### config.mk
export PLATFORM = sky130hd
export DESIGN_NAME = uart_tx_sequencer
export DESIGN_NICKNAME = d
export VERILOG_FILES = /design/src/rtl/uart_tx_sequencer.sv
export SDC_FILE = /design/constraint.sdc
export NUM_CORES = 1
export LEC_CHECK = 0
export BUFFER_PORTS_ARGS = -buffer_cell sky130_fd_sc_hd__buf_4
export CAP_MARGIN = 40
export CORE_MARGIN = 2
export CORE_UTILIZATION = 36
export CTS_BUF_LIST = sky130_fd_sc_hd__clkbuf_4 sky130_fd_sc_hd__clkbuf_8
export CTS_CLUSTER_DIAMETER = 50
export DETAILED_ROUTE_END_ITERATION = 6
export GPL_ROUTABILITY_DRIVEN = 0
export PLACE_DENSITY = 0.58
export SYNTH_ARGS = -nofsm -noshare
export SYNTH_HDL_FRONTEND = slang
export SYNTH_SLANG_ARGS = --single-unit
export TNS_END_PERCENT = 100
### constraint.sdc
create_clock -name i_clk -period 3.23 [get_ports i_clk]
set_clock_uncertainty 0.1 [all_clocks]
set_input_delay 0.4845 -clock i_clk [delete_from_list [all_inputs] [get_ports i_clk]]
set_output_delay 0.4845 -clock i_clk [all_outputs]
set_load 0.005 [all_outputs]
### src/rtl/uart_tx_sequencer.sv
// Streams a block of bytes from the transmit buffer RAM into a UART TX core,
// one byte per tx_dv/tx_done handshake, with optional idle gap and abort on en_tx low.
module uart_tx_sequencer #(
  parameter int ADDR_W     = 15,
  parameter int GAP_CYCLES = 0,
  parameter int GAP_W      = 16
) (
  input  logic              i_clk,
  input  logic              i_rst_n,
  input  logic              i_en_tx,
  input  logic              i_start,
  input  logic [ADDR_W-1:0] i_base_addr,
  input  logic [ADDR_W:0]   i_len,
  output logic [ADDR_W-1:0] o_r_address,
  output logic              o_rd_en,
  input  logic [7:0]        i_rd_data,
  output logic [7:0]        o_tx_byte,
  output logic              o_tx_dv,
  input  logic              i_tx_done,
  output logic              o_busy,
  output logic              o_done,
  output logic              o_aborted
);

  typedef enum logic [2:0] {
    S_IDLE = 3'd0,
    S_RD   = 3'd1,
    S_CAP  = 3'd2,
    S_SEND = 3'd3,
    S_GAP  = 3'd4,
    S_FIN  = 3'd5
  } state_t;

  localparam bit                HAS_GAP  = (GAP_CYCLES > 0);
  localparam logic [GAP_W-1:0]  GAP_LOAD = GAP_W'(GAP_CYCLES);
  localparam logic [GAP_W-1:0]  GAP_ONE  = GAP_W'(1);
  localparam logic [ADDR_W:0]   LEN_ONE  = (ADDR_W+1)'(1);
  localparam logic [ADDR_W-1:0] ADDR_ONE = ADDR_W'(1);

  state_t            r_state;
  logic [ADDR_W-1:0] r_address;
  logic              r_rd_en;
  logic [7:0]        r_tx_byte;
  logic              r_tx_dv;
  logic              r_busy;
  logic              r_done;
  logic              r_aborted;
  logic [ADDR_W:0]   r_remaining;
  logic [GAP_W-1:0]  r_gap_cnt;

  state_t            w_state_next;
  logic [ADDR_W-1:0] w_address_next;
  logic              w_rd_en_next;
  logic [7:0]        w_tx_byte_next;
  logic              w_tx_dv_next;
  logic              w_done_next;
  logic              w_aborted_next;
  logic [ADDR_W:0]   w_remaining_next;
  logic [GAP_W-1:0]  w_gap_cnt_next;
  logic              w_abort;
  logic              w_accept;

  // Abort outranks every other transition, including a coincident tx_done.
  assign w_abort  = (r_state != S_IDLE) && !i_en_tx;
  assign w_accept = (r_state == S_IDLE) && i_start && i_en_tx;

  always_ff @(posedge i_clk or negedge i_rst_n) begin
    if (!i_rst_n) begin
      r_state <= S_IDLE;
    end else begin
      r_state <= w_state_next;
    end
  end

  always_comb begin
    w_state_next = r_state;
    if (w_abort) begin
      w_state_next = S_IDLE;
    end else begin
      case (r_state)
        S_IDLE: begin
          if (w_accept) begin
            w_state_next = (i_len != '0) ? S_RD : S_FIN;
          end
        end
        S_RD:   w_state_next = S_CAP;
        S_CAP:  w_state_next = S_SEND;
        S_SEND: begin
          if (i_tx_done) begin
            if (r_remaining == LEN_ONE) begin
              w_state_next = S_FIN;
            end else if (HAS_GAP) begin
              w_state_next = S_GAP;
            end else begin
              w_state_next = S_RD;
            end
          end
        end
        S_GAP: begin
          if (r_gap_cnt == GAP_ONE) begin
            w_state_next = S_RD;
          end
        end
        S_FIN:   w_state_next = S_IDLE;
        default: w_state_next = S_IDLE;
      endcase
    end
  end

  // Next values for the registered outputs and counters; strobes default low.
  always_comb begin
    w_address_next   = r_address;
    w_rd_en_next     = 1'b0;
    w_tx_byte_next   = r_tx_byte;
    w_tx_dv_next     = 1'b0;
    w_done_next      = 1'b0;
    w_aborted_next   = 1'b0;
    w_remaining_next = r_remaining;
    w_gap_cnt_next   = r_gap_cnt;
    if (w_abort) begin
      w_address_next   = '0;
      w_aborted_next   = 1'b1;
      w_remaining_next = '0;
      w_gap_cnt_next   = '0;
    end else begin
      case (r_state)
        S_IDLE: begin
          if (w_accept && (i_len != '0)) begin
            w_address_next   = i_base_addr;
            w_remaining_next = i_len;
            w_rd_en_next     = 1'b1;
          end
        end
        S_CAP: begin
          w_tx_byte_next = i_rd_data;
          w_tx_dv_next   = 1'b1;
        end
        S_SEND: begin
          if (i_tx_done) begin
            w_remaining_next = r_remaining - LEN_ONE;
            if (r_remaining != LEN_ONE) begin
              if (HAS_GAP) begin
                w_gap_cnt_next = GAP_LOAD;
              end else begin
                w_address_next = r_address + ADDR_ONE;
                w_rd_en_next   = 1'b1;
              end
            end
          end
        end
        S_GAP: begin
          w_gap_cnt_next = r_gap_cnt - GAP_ONE;
          if (r_gap_cnt == GAP_ONE) begin
            w_address_next = r_address + ADDR_ONE;
            w_rd_en_next   = 1'b1;
          end
        end
        S_FIN: begin
          w_done_next = 1'b1;
        end
        default: begin
          w_done_next = 1'b0;
        end
      endcase
    end
  end

  always_ff @(posedge i_clk or negedge i_rst_n) begin
    if (!i_rst_n) begin
      r_address   <= '0;
      r_rd_en     <= 1'b0;
      r_tx_byte   <= '0;
      r_tx_dv     <= 1'b0;
      r_busy      <= 1'b0;
      r_done      <= 1'b0;
      r_aborted   <= 1'b0;
      r_remaining <= '0;
      r_gap_cnt   <= '0;
    end else begin
      r_address   <= w_address_next;
      r_rd_en     <= w_rd_en_next;
      r_tx_byte   <= w_tx_byte_next;
      r_tx_dv     <= w_tx_dv_next;
      r_busy      <= (w_state_next != S_IDLE);
      r_done      <= w_done_next;
      r_aborted   <= w_aborted_next;
      r_remaining <= w_remaining_next;
      r_gap_cnt   <= w_gap_cnt_next;
    end
  end

  assign o_r_address = r_address;
  assign o_rd_en     = r_rd_en;
  assign o_tx_byte   = r_tx_byte;
  assign o_tx_dv     = r_tx_dv;
  assign o_busy      = r_busy;
  assign o_done      = r_done;
  assign o_aborted   = r_aborted;

endmodule

==> impl_results.md, run 1 <==
* Run status: finished clean
* Antenna-violating nets left at 0
* Clk_lat worst skew at 0.34 ns
* Yosys reg bits at 63
* Post-synth EDFFs at 0
* Fin. max-slew vios at 0
* Post-synth cell types at 56
* Final instance area at 4440 µm²
* Post-CTS sizing at 0
* Post-synthesis sequential area ratio at 0.446
* Hold WC Path Type: in -> async
* Pin slew with the least headroom to its limit at roughly 0.76 ns
* Placeable Area at 9640 µm²
* Via count at 3285
* Crit path max fanout at 8
* Drc violations at 0
* Layout fillers at between 900 and 1000
* Root buf cell: clkbuf_8
* Vias/cell at 5.39
* Setup Viol. Count Final at 0
* Peak Freq at 394 MHz
* Largest net degree at the start of global routing at 64
* Post-CTS Setup Bufs at 0
* # H-tree levels at 3
* Leakage power at 0.00197 µW
* RSZ-0062 raised after global routing: no
* Final worst slack at slightly below 0.7 ns
* Share of post-route cells with drive strength above 1 at 0.239
* Post-Syn Instances at 403
* Area grow syn2layout at 25.6%
* Sequential cell area at 1580 µm²
* Cts bufs inserted at 9
* Cell Area, Placed at 4220 µm²
* Number of synthesis warnings at 0
* TritonCTS clock tree: done
* Clk sink count at 63
* Peak supply drop at between 0.3 and 0.4 mV
* Starting density of the core at 0.367
* Synth Flop Type: dfrtp_1
* # rows at 36
* Crit end category: register
* Starting DRT DRC Count at 87
* Slew headroom at 0.486
* Routed len/inst at between 10 and 15 µm
* Syn_area_per_cell at 8.77 µm²
* Overflow after GRT at 0
* I/O pin cnt at 72
* Arrival time worst endpoint at 2.66 ns
* Pre-CTS WS at between 0.5 and 0.6 ns
* Clock transition at the registers of the reported paths at 0.07 ns
* TritonRoute pass-1 iters at 4
* Initial antenna violation count at 0
* Nets at ~520
* Total GRT Usage at 0.173
* CP Class: reg -> reg
* Area occupied by multi-input gates at 1800 µm²
* # diodes at 0
* Die ar. at 10600 µm²
* First-pass GRT wire length at 14400 µm
* Post-synth ARST share at 1.00
* Final setup TNS at 0 ns
* Hpwl dp at between 6000 and 7000 µm
* Crit share post-route at 0.785
* Pwr per Cell Area at 865 nW/µm²
* Final Hold Vio Count at 0
* Number of global-route vias before repair at 3029
* DP Cell Count at a little under 600
* Die Height at just over 100 µm
* Post-CTS Hold Fix Bufs at 0
* Mapped cell area at 3530 µm²
* Clock tree buffer depth at 2
* CP Launch Type: register
* Crit path time final at 2.54 ns
* Total Wirelength at 8860 µm
* Die Span X at 103 µm
* MaxCap Viol Count at 0
* Worst hold slack at 0.0411 ns
* Req. time, crit path at between 3 and 4 ns
* Final Non-Filler Cells at 609
* Syn nets at 452
* PortBufs at 71
-- synth_stat cells, drive strengths merged (3+ instances only) --
cell type	n	area (µm²)
a21oi	45	225
a31oi	3	18.8
and3	5	31.3
buf	8	41.3
clkbuf	13	52.6
dfrtp	63	1580
ha	5	62.6
inv	19	71.3
mux2	8	90.1
nand2	25	93.8
nand3	9	45.0
nand4	8	50.1
nor2	41	156
nor2b	5	31.3
nor3	24	125
nor3b	4	30.0
nor4	13	87.6
o21ai	28	140
o22ai	14	87.6
o2bb2ai	9	78.8
or3	12	80.1
or4	3	30.0
xnor2	5	43.8
xor2	3	26.3
-- metal layers --
layer  track usage  part of all wire
met4        0.0658            0.0095
met1         0.232              0.45
met3        0.0386             0.061
met2         0.274              0.47
met5             0                 0
-- stage by stage --
stage          total power (µW)  utilization
3_5_place_dp               3090        0.438
6_report                   3840        0.461
4_1_cts                    3860        0.461
3_3_place_gp               3040        0.434
5_1_grt                    4130        0.461
2_1_floorplan              2490            -
-- final timing paths --
path                                          startpoint                         end  slack (ns)  cells past startpoint
worst max register to register  r_gap_cnt[8]$_DFFE_PN0P_  o_r_address[8]$_DFFE_PN0P_        0.69                      6
worst min-delay path                             i_rst_n   r_gap_cnt[12]$_DFFE_PN0P_        0.04                      2
min in group i_clk                          i_rd_data[6]    o_tx_byte[6]$_DFFE_PN0P_        0.28                      2
max in group asynchronous                        i_rst_n  r_remaining[5]$_DFFE_PN0P_        2.74                      2
worst max-delay path            r_gap_cnt[8]$_DFFE_PN0P_  o_r_address[8]$_DFFE_PN0P_        0.69                      6
worst min register to register  o_tx_byte[0]$_DFFE_PN0P_    o_tx_byte[0]$_DFFE_PN0P_        0.41                      1
-- critical path, stage by stage, from the launching register on --
cell and delay, ns:
dfrtp_1 0.40, or4_4 0.57, nand4b_1 0.29, nand4_1 0.16, o211ai_1 0.28, buf_4 0.28, a221o_1 0.34
-- cells by family after synthesis --
logic type               synth area share
flip-flops                          0.446
XOR/XNOR                           0.0198
multiplexers                       0.0283
buffers and inverters              0.0467
adder cells (fa/ha/maj)            0.0177
AO/OA/AOI/OAI                       0.201
AND/OR/NAND/NOR                     0.240
-- layout by cell type (no fill, tap or decap), types with 3 or more instances in the layout --
| master | instances |
|---|---|
| nand3_1 | 9 |
| ha_1 | 5 |
| dfrtp_1 | 63 |
| nor3_1 | 23 |
| inv_1 | 19 |
| a31oi_1 | 3 |
| nor2b_1 | 5 |
| o22ai_1 | 14 |
| buf_4 | 78 |
| clkbuf_8 | 9 |
| nand2_1 | 25 |
| xor2_1 | 3 |
| or3_1 | 11 |
| nand4_1 | 8 |
| nor4_1 | 12 |
| o2bb2ai_1 | 9 |
| clkbuf_4 | 3 |
| xnor2_1 | 5 |
| nor2_1 | 40 |
| nor3b_1 | 4 |
| mux2_2 | 8 |
| o21ai_0 | 27 |
| a21oi_1 | 44 |
| and3_1 | 5 |
-- registers in the layout, indices dropped and copies added, names as in the netlist --
register     count
o_tx_dv          1
r_gap_cnt       16
o_rd_en          1
o_r_address     15
o_tx_byte        8
r_remaining     16
o_aborted        1
o_busy           1
o_done           1
r_state          3
-- area by class of cell --
cell class / instances / area share
multi-input combinational: 300 / 0.405
inverter: 19 / 0.0161
tap: 133 / 0.0375
timing repair buffer: 79 / 0.138
clock inverter: 3 / 0.0155
clock buffer: 12 / 0.0330
sequential: 63 / 0.355
-- power breakdown --
part           leakage, µW  internal (µW)  switching, µW
registers         0.000828           1090            328
clock network     0.000111            458            299
logic              0.00103            778            880
Power figures use the tool's default switching activity.
==> inputs of run 2 (changes only) <==
- clock period: 3.23 -> 2.6 ns (I/O delays scaled with it)
==> impl_results.md, run 2 (synthesis gave the netlist of run 1 again) <==
* Run status: finished clean
* First-pass GRT wire length at 14800 µm (+2.6%)
* Peak supply drop at 0.467 mV (+18%)
* GR Layer Usage met2 at 0.270 (-0.00400)
* Clock tree buffer depth at 2 (unchanged)
* Peak Freq at 419 MHz (+6.4%)
* Largest net degree at the start of global routing at 64 (unchanged)
* Crit path max fanout at 13 (+5)
* Leakage power at 0.00200 µW (+1.6%)
* Reg2Reg Depth at 5 (-1)
* Most common cell after layout, fill and taps aside: buf_4
* RSZ-0062 raised after global routing: no
* Crit end category: register
* Final setup TNS at 0 ns (unchanged)
* Sequential cell area at 1580 µm² (unchanged)
* Clk sink count at 63 (unchanged)
* Most frequent cells in the layout: 82 x buf_4, 63 x dfrtp_1, 44 x a21oi_1, 40 x nor2_1, 27 x o21ai_0
* # diodes at 0 (unchanged)
* DP Cell Count at 599 (+0.84%)
* Nets at 527 (+1.2%)
* Arrival time worst endpoint at 2.51 ns (-0.15 ns)
* Total Wirelength at 9050 µm (+2.1%)
* Crit share post-route at 0.917 (+0.132)
* Placeable Area at 9640 µm² (unchanged)
* # rows at 36 (unchanged)
* Fin. max-slew vios at 0 (unchanged)
* Crit path time final at 2.38 ns (-0.151 ns)
* Starting density of the core at 0.367 (unchanged)
* Total GRT Usage at 0.177 (+0.00420)
* P_sw at 1930 µW (+28%)
* Net Sw Frac at 0.402 (+0.00940)
* Starting DRT DRC Count at 112 (+29%)
* Met3 Usage GRT at 0.0278 (-0.0108)
* MaxCap Viol Count at 0 (unchanged)
* Initial antenna violation count at 0 (unchanged)
* Area occupied by multi-input gates at 1810 µm² (+0.63%)
* Overflow after GRT at 0 (unchanged)
* Hold WC Path Type: in -> reg
* Die Span X at 103 µm (unchanged)
* Setup Viol. Count Final at 0 (unchanged)
* Reg power frac at 0.366 (-0.005)
* Cell count of the worst hold path at 2
* Area grow syn2layout at 27.4%
* Pin slew with the least headroom to its limit at 0.526 ns (-0.239 ns)
* # H-tree levels at 3 (unchanged)
* Met1 Usage GRT at 0.251 (+0.0186)
* Final instance area at 4500 µm² (+1.4%)
* Clk_lat worst skew at 0.34 ns (about the same)
* Internal power at 2870 µW (+23%)
* Die ar. at 10600 µm² (unchanged)
* Number of global-route vias before repair at 3044 (+0.50%)
* Cts bufs inserted at 9 (unchanged)
* CP Launch Type: register
* Cell Area, Placed at 4270 µm² (+1.2%)
* CP Class: reg -> reg
* Comb power frac at 0.447 (+0.015)
* Vias/cell at 5.39 (-0.11%)
* PortBufs at 71 (unchanged)
* Slew headroom at 0.649 (+0.163)
* GR peak layer: met2
* RR Endpoint: o_r_address[7]$_DFFE_PN0P_
* Root buf cell: clkbuf_8
* Final Non-Filler Cells at 616 (+1.1%)
* Die Height at 103 µm (unchanged)
* TritonCTS clock tree: done
* Routed len/inst at 14.7 µm (+0.97%)
* Clock power share at 0.187 (-0.010)
* Hpwl dp at 6330 µm (+1.2%)
* Hold Crit Endpoint: o_tx_byte[3]$_DFFE_PN0P_
* Worst hold start: i_rd_data[3]
* Antenna-violating nets left at 0 (unchanged)
* TritonRoute pass-1 iters at 4 (unchanged)
* Crit Reg-Reg Startpoint: r_remaining[13]$_DFFE_PN0P_
* Layout fillers at 999 (+1.2%)
* I/O pin cnt at 72 (unchanged)
* Post-CTS Setup Bufs at 0 (unchanged)
* Share of post-route cells with drive strength above 1 at 0.251 (+0.0110)
* Pwr per Cell Area at 1070 nW/µm² (+23%)
* Req. time, crit path at 2.72 ns (-0.63 ns)
* R2R setup slack at 0.22 ns (-0.48 ns)
* Clock transition at the registers of the reported paths at 0.07 ns (about the same)
* Final Hold Vio Count at 0 (unchanged)
* Drc violations at 0 (unchanged)
* Via count at 3319 (+1.0%)
==> run 2: what timing repair did <==
| action | in CTS | in global routing |
|---|---|---|
| resized for setup | 0 | 2 |
| endpoints found under the hold margin | 63 | 0 |
| setup endpoints to repair | 0 | 1 |
| hold buffers | 1 | 0 |
==> run 2: power groups by stage <==
stage               clock [µW]  combinational (µW)  sequential (µW)
detailed placement           0                2120             1770
global placement             0                2080             1760
CTS                        921                2120             1750
finish                     897                2150             1760
global route               965                2400             1830
floorplan                    0                1410             1680
==> run 2: layout make-up <==
type / count / area share
repair buffers: 85 / 0.149
flip-flops and latches: 63 / 0.350
multi-input cells: 300 / 0.401
well taps: 133 / 0.0370
inverters: 19 / 0.0158
clock buffers: 11 / 0.0336
clock inverters: 5 / 0.0125
==> run 2: how the worst max path moves through the flow <==
stage	start	endpoint	slack [ns]
after floorplan	r_remaining[0]$_DFFE_PN0P_	r_remaining[12]$_DFFE_PN0P_	0.35
after global placement	i_len[14]	o_r_address[7]$_DFFE_PN0P_	0.05
after detailed placement	i_len[14]	o_r_address[7]$_DFFE_PN0P_	0.02
after CTS	r_remaining[0]$_DFFE_PN0P_	r_remaining[12]$_DFFE_PN0P_	0.14
after global routing	r_state[0]$_DFF_PN0_	r_remaining[11]$_DFFE_PN0P_	0.04
final	r_remaining[13]$_DFFE_PN0P_	o_r_address[7]$_DFFE_PN0P_	0.22
==> run 2: stage by stage <==
| stage | setup WS (ns) | hold WS [ns] | power (µW) | util |
|---|---|---|---|---|
| finish | 0.215 | 0.179 | 4800 | 0.467 |
| global route | 0.0387 | 0.171 | 5200 | 0.467 |
| CTS | 0.141 | 0.160 | 4800 | 0.466 |
| detailed placement | 0.0228 | 0.324 | 3880 | 0.443 |
| global placement | 0.0510 | 0.391 | 3830 | 0.441 |
| floorplan | 0.345 | -0.00559 | 3090 | - |
==> run 2: critical path, cell delays in order, from the launching register on <==
cell	delay, ns
dfrtp_1	0.42
nor4_1	0.44
nand4_1	0.24
and2_1	0.25
o311a_2	0.50
a221o_1	0.33
==> run 2: layer usage <==
metal | share of wire | wire length, µm
met1 | 0.47 | 4250
met3 | 0.049 | 443
met4 | 0.016 | 148
met2 | 0.47 | 4210
met5 | 0 | 0
